==> src/rtl/syn_tb_pkg.sv <==
// Shared definitions for the synthetic traffic bench throttles.
package syn_tb_pkg;

   // Full-scale percentage used when a throttle does not override it.
   localparam int unsigned DENOM_DEF = 100;

   // Queue-index width shared with the traffic generators.
   localparam int unsigned LOG2_Q = 2;
   typedef logic [LOG2_Q-1:0] ch_idx_t;

   // Width at which saturation is evaluated; wide enough for any accumulator sum.
   localparam int unsigned SAT_W = 64;

   // Clamp a signed value into the signed range of a w-bit register.
   function automatic logic signed [SAT_W-1:0] sat_s(input logic signed [SAT_W-1:0] v,
                                                     input int unsigned w);
      logic signed [SAT_W-1:0] hi;
      logic signed [SAT_W-1:0] lo;
      hi = (64'sd1 <<< (w - 1)) - 64'sd1;
      lo = -(64'sd1 <<< (w - 1));
      if (v > hi)      return hi;
      else if (v < lo) return lo;
      else             return v;
   endfunction

endpackage

==> src/rtl/throttle_acc.sv <==
// One Bresenham credit accumulator: init from perc, grant/deny update, saturation, reload.
module throttle_acc
   import syn_tb_pkg::*;
#(
   parameter int unsigned PERC_W = 8,
   parameter int unsigned LEN_W  = 4,
   parameter int unsigned ACC_W  = 16,
   parameter int unsigned DENOM  = DENOM_DEF
) (
   input  logic              clk,
   input  logic              reset,
   input  logic [PERC_W-1:0] perc,
   input  logic              reload,
   input  logic              upd,
   input  logic [LEN_W-1:0]  len,
   output logic              pos
);

   localparam int unsigned CW = ACC_W + LEN_W + 2;
   localparam logic signed [CW-1:0] DEN_W = CW'(DENOM);

   logic signed [CW-1:0]    perc_w;
   logic signed [CW-1:0]    p_w;
   logic signed [CW-1:0]    init_w;
   logic signed [CW-1:0]    step_w;
   logic signed [CW-1:0]    sum_w;
   logic signed [ACC_W-1:0] acc_q;
   logic signed [ACC_W-1:0] acc_d;

   // Positive credit means the next evaluation of this channel grants.
   assign pos = !acc_q[ACC_W-1] && (acc_q != '0);

   // Clamp the percentage, derive init and the grant/deny step, saturate the sum.
   always_comb begin
      perc_w = signed'(CW'(perc));
      p_w    = (perc_w > DEN_W) ? DEN_W : perc_w;
      init_w = (p_w <<< 1) - DEN_W;
      if (pos) step_w = ((p_w - DEN_W) <<< 1) * signed'(CW'(len));
      else     step_w = p_w <<< 1;
      sum_w  = CW'(acc_q) + step_w;
      acc_d  = acc_q;
      if (reload)   acc_d = ACC_W'(init_w);
      else if (upd) acc_d = ACC_W'(sat_s(SAT_W'(sum_w), ACC_W));
   end

   // Accumulator register; reset reinitialises from the current percentage.
   always_ff @(posedge clk) begin
      if (reset) acc_q <= ACC_W'(init_w);
      else       acc_q <= acc_d;
   end

endmodule

==> src/rtl/throttle_mc.sv <==
// Multi-channel bandwidth throttle: id decode, grant register, bypass and grant counters.
module throttle_mc
   import syn_tb_pkg::*;
#(
   parameter int unsigned NUM_CH  = 4,
   parameter int unsigned LOG2_CH = 2,
   parameter int unsigned PERC_W  = 8,
   parameter int unsigned LEN_W   = 4,
   parameter int unsigned ACC_W   = 16,
   parameter int unsigned DENOM   = DENOM_DEF,
   parameter int unsigned CNT_W   = 16
) (
   input  logic                     clk,
   input  logic                     reset,
   input  logic                     bypass,
   input  logic [NUM_CH*PERC_W-1:0] perc,
   input  logic [NUM_CH-1:0]        reload,
   input  logic                     valid,
   input  logic [LOG2_CH-1:0]       id,
   input  logic [LEN_W-1:0]         len,
   output logic                     ready,
   output logic [LOG2_CH-1:0]       ready_id,
   output logic [NUM_CH*CNT_W-1:0]  grant_cnt
);

   logic [NUM_CH-1:0]  sel;
   logic [NUM_CH-1:0]  pos;
   logic [NUM_CH-1:0]  upd;
   logic               eval;
   logic               grant;
   logic               ready_q;
   logic [LOG2_CH-1:0] ready_id_q;
   logic [CNT_W-1:0]   cnt_q [NUM_CH];

   // One-hot decode doubles as the id range check: an out-of-range id selects nothing.
   assign eval  = valid && !ready_q && (|sel);
   // A reload on the evaluated channel forces a deny, even in bypass.
   assign grant = eval && !(|(sel & reload)) && (bypass || (|(sel & pos)));

   for (genvar c = 0; c < NUM_CH; c++) begin : g_ch
      assign sel[c] = (id == LOG2_CH'(c));
      assign upd[c] = eval && sel[c] && !bypass;
      assign grant_cnt[c*CNT_W +: CNT_W] = cnt_q[c];

      throttle_acc #(
         .PERC_W (PERC_W),
         .LEN_W  (LEN_W),
         .ACC_W  (ACC_W),
         .DENOM  (DENOM)
      ) u_acc (
         .clk    (clk),
         .reset  (reset),
         .perc   (perc[c*PERC_W +: PERC_W]),
         .reload (reload[c]),
         .upd    (upd[c]),
         .len    (len),
         .pos    (pos[c])
      );
   end

   assign ready    = ready_q;
   assign ready_id = ready_id_q;

   // Grant pulse, granted channel and per-channel wrapping grant counters.
   always_ff @(posedge clk) begin
      if (reset) begin
         ready_q    <= 1'b0;
         ready_id_q <= '0;
         for (int unsigned c = 0; c < NUM_CH; c++) cnt_q[c] <= '0;
      end else begin
         ready_q <= grant;
         if (grant) ready_id_q <= id;
         for (int unsigned c = 0; c < NUM_CH; c++) begin
            if (grant && sel[c]) cnt_q[c] <= cnt_q[c] + CNT_W'(1);
         end
      end
   end

endmodule

==> config.mk <==
export PLATFORM = sky130hd
export DESIGN_NAME = throttle_mc
export DESIGN_NICKNAME = d
export VERILOG_FILES = /design/src/rtl/syn_tb_pkg.sv /design/src/rtl/throttle_acc.sv /design/src/rtl/throttle_mc.sv
export SDC_FILE = /design/constraint.sdc
export NUM_CORES = 1
export LEC_CHECK = 0
export CAP_MARGIN = 20
export CORE_MARGIN = 4
export CORE_UTILIZATION = 54
export CTS_BUF_LIST = sky130_fd_sc_hd__clkbuf_2
export DETAILED_ROUTE_END_ITERATION = 12
export PLACE_DENSITY = 0.84
export SLEW_MARGIN = 0
export SYNTH_ARGS = -nofsm -noshare
export SYNTH_HDL_FRONTEND = slang
export SYNTH_HIERARCHICAL = 1
export SYNTH_SLANG_ARGS = --single-unit
==> constraint.sdc <==
create_clock -name clk -period 7.75 [get_ports clk]
set_clock_uncertainty 0.15 [all_clocks]
set_input_delay 1.1625 -clock clk [delete_from_list [all_inputs] [get_ports clk]]
set_output_delay 1.1625 -clock clk [all_outputs]
set_load 0.02 [all_outputs]
==> results by group <==
Floorplanning
  – Die width: 182.8 um
  – Die Height: 182.8 um
  – Total core area: 29870 um2
  – Initial Utilization: 55.20%
  – Rows: 63
  – I/O Pins: 113
  – Die area: 33400 um2

Logic synthesis
  – Yosys cell types: 106
  – Post-synthesis net count: 2169
  – Ys Warns: 6
  – Prevailing post-synth register cell: edfxtp_1
  – Synth top area cells: edfxtp_1 23%, ha_1 12%, fa_1 9.7%, inv_1 5.2%, nor2_1 3.7%
  – Synth top cells by count: 230 x inv_1, 164 x ha_1, 164 x nor2_1
  – Combinational family with the most area after synthesis: adder cells
  – Register area share after synthesis: 23.67%
  – Post-Synthesis Cells: 1879
  – Mean Syn Cell Area: 8.776 um2
  – Yosys reg bits: 131
  – XOR/XNOR share of the synthesized area: 7.489%
  – Most numerous cell in the Yosys netlist: inv_1
  – Top cell type's share of synthesized area: 23.31%
  – Synth Cell Area: 16490 um2
  – Compound-cell area share of the yosys netlist: 17.34%
  – Post-Synth Simple-Gate Area: 21.32%
  – Synth area leader: edfxtp_1
  – Post-synth EDFFs: 128
  – Post-synth ARST share: 0%
  – Post-synthesis mux area share: 0.6904%
  – Adder-cell area share of the yosys netlist: 22.15%

Setup path
  – Crit Reg-Reg Endpoint: g_ch[0].u_acc/acc_q[6]
  – Max stage delay cell, worst path: a21oi_1
  – Reg2reg path depth: 15
  – Slowest cell delay on critical path: 0.57 ns
  – CP arrival: 7.69 ns
  – End of the critical path: g_ch[1].u_acc/acc_q[2]
  – Setup crit start: perc[12]
  – Worst setup path class: in2reg
  – Crit-path max FO: 9
  – FF-to-FF setup slack: 2.46 ns
  – CP Capture Type: register
  – Critical Path RT: 8.06 ns
  – RR Startpoint: g_ch[0].u_acc/acc_q[14]
  – Startpoint class of the critical path: primary input

Global routing
  – Initial antenna violation count: 1
  – Total GRT Usage: 24.08%
  – Vias in the first global route: 14270
  – Global-route wire length before repair: 67850 um
  – Pin count of the biggest net entering global routing: 33
  – Grt ovf: 0

Routing
  – DRT antenna net count: 0
  – WL met2: 19660 um
  – Via count: 14360
  – Met3 wire len: 2165 um
  – Final wirelength: 40080 um
  – Met1 Wirelength: 17330 um
  – Top Layer Used: met4
  – Via density: 5.876
  – DRT iter0 DRCs: 1012
  – Wire per inst: 16.40 um
  – DRC violations left: 0
  – Drt pass-1 iters: 5

Placed design
  – RePlAce Congestion: 0.9567
  – Hpwl dp: 31970 um
  – Placed cell area: 18380 um2
  – Dpl ws: -0.2531 ns
  – # port buffers: 112

Timing
  – Tightest Pin Transition: 0.7701 ns
  – Final min period: 7.384 ns
  – # setup viols final: 0
  – Final slew viol count: 0
  – Final Hold Viols: 0
  – Setup repair after global routing missed its margin: no
  – Rel. slew slack: 48.66%
  – Fmax achieved: 135.4 MHz
  – Final Worst Setup Slack: 0.3659 ns
  – Setup TNS: 0 ns
  – Hold_ws: 0.3296 ns
  – Period utilization: 95.28%

Pwr
  – Switching pwr: 1442 uW
  – Leakage: 0.008157 uW
  – Internal power: 1948 uW
  – Worst IR Drop VDD: 0.0001128 V
  – Final Power: 3390 uW
  – PwrDens: 181.8 nW/um2
  – Flop pwr share: 29.1%
  – Switching Fraction: 42.54%
  – Comb pwr share: 56.7%
  – Clock power frac: 14.2%

Clock tree
  – Root Buffer: clkbuf_2
  – Clock Path Buffers: 2
  – Worst-skew pair later-pin latency: 0.69 ns
  – Clock transition at the registers of the reported paths: 0.19 ns
  – H-tree levels: 4
  – Hold buffer count at cts: 0
  – Setup Fix Bufs, Post-CTS: 0
  – Post_cts resized: 0
  – CTS sink count: 131
  – Cts bufs inserted: 17
  – TritonCTS clock tree: built

Flow run
  – Max Cap Viol: 0

Final layout
  – Final instance area: 18650 um2
  – Final-layout fill cell count: 2453
  – Area growth syn-to-layout: 13.11%
  – Final nets: 2331
  – Fraction of final layout cells with drive strength greater than 1: 9.401%

Status
  – Run status: completed

Min path
  – Hold Path Class: reg2reg
  – Worst Hold Depth: 2
[worst min-delay path by stage]
stage | startpoint | endpoint | slack (ns)
finish | ready_id[0] | ready_id[0] | 0.33
global route | ready_id[0] | ready_id[0] | 0.35
CTS | ready_id[0] | ready_id[0] | 0.33
detailed placement | ready_id[0] | ready_id[0] | 0.31
global placement | ready_id[1] | ready_id[1] | 0.30
floorplan | ready_id[0] | ready_id[0] | 0.38
[flip-flops by register name, indices dropped and copies added, names as in the netlist]
register / cells
cnt_q: 64
g_ch.u_acc/acc_q: 64
ready: 1
ready_id: 2
[layout make-up]
class	count	area, um2	share of cell area, %
Sequential cell	131	3904	20.93
Antenna cell	1	2.502	0.01342
Clock buffer	18	90.09	0.4830
Inverter	232	870.8	4.669
Multi-Input combinational cell	1465	11380	61.00
Clock inverter	13	182.7	0.9793
Timing Repair Buffer	194	1737	9.310
Tap cell	390	488.0	2.616
[cells in the final DEF (no fill, tap or decap), types with 66 or more instances in the layout]
cell type	Yosys	layout
nand2_1	112	112
clkdlybuf4s50_1	0	112
xor2_1	66	66
edfxtp_1	128	128
a21oi_1	105	105
fa_1	80	80
nor2_1	164	164
o21ai_0	102	99
ha_1	164	164
buf_4	2	82
xnor2_1	70	70
inv_1	230	230
and2_1	69	69
[per-layer routing]
metal	vias up	global-route usage, %
met5	-	0
met4	0	7.205
met3	69	3.173
met2	439	41.75
met1	6877	31.59
li1	6977	-
[logic make-up after synthesis]
group | Yosys count
multiplexers | 10
XOR/XNOR | 138
buffers and inverters | 283
AO/OA/AOI/OAI | 421
flip-flops | 131
adder cells (fa/ha/maj) | 244
AND/OR/NAND/NOR | 652
[per-stage QoR]
| stage | instances | utilization (%) |
|---|---|---|
| finish | 2444 | 62.44 |
| global route | 2444 | 62.44 |
| CTS | 2443 | 62.43 |
| detailed placement | 2412 | 61.52 |
| global placement | 2412 | 61.52 |
| floorplan | 1879 | - |
[power by group through the flow]
stage	Combinational [uW]	Clock (uW)	Sequential, uW
2_1_floorplan	1450	0	984
3_3_place_gp	1820	0	995
3_5_place_dp	1890	0	999
4_1_cts	1900	493	983
5_1_grt	2150	525	996
6_report	1920	482	986
[worst max-delay path, delay by kind of cell]
kind,cells,cell delay (ns)
AND/OR/NAND/NOR,5,0.97
buffers and inverters,4,0.73
AO/OA/AOI/OAI,10,2.66
XOR/XNOR,1,0.15
adder cells (fa/ha/maj),5,2.01
(Power assumes the default switching activity.)
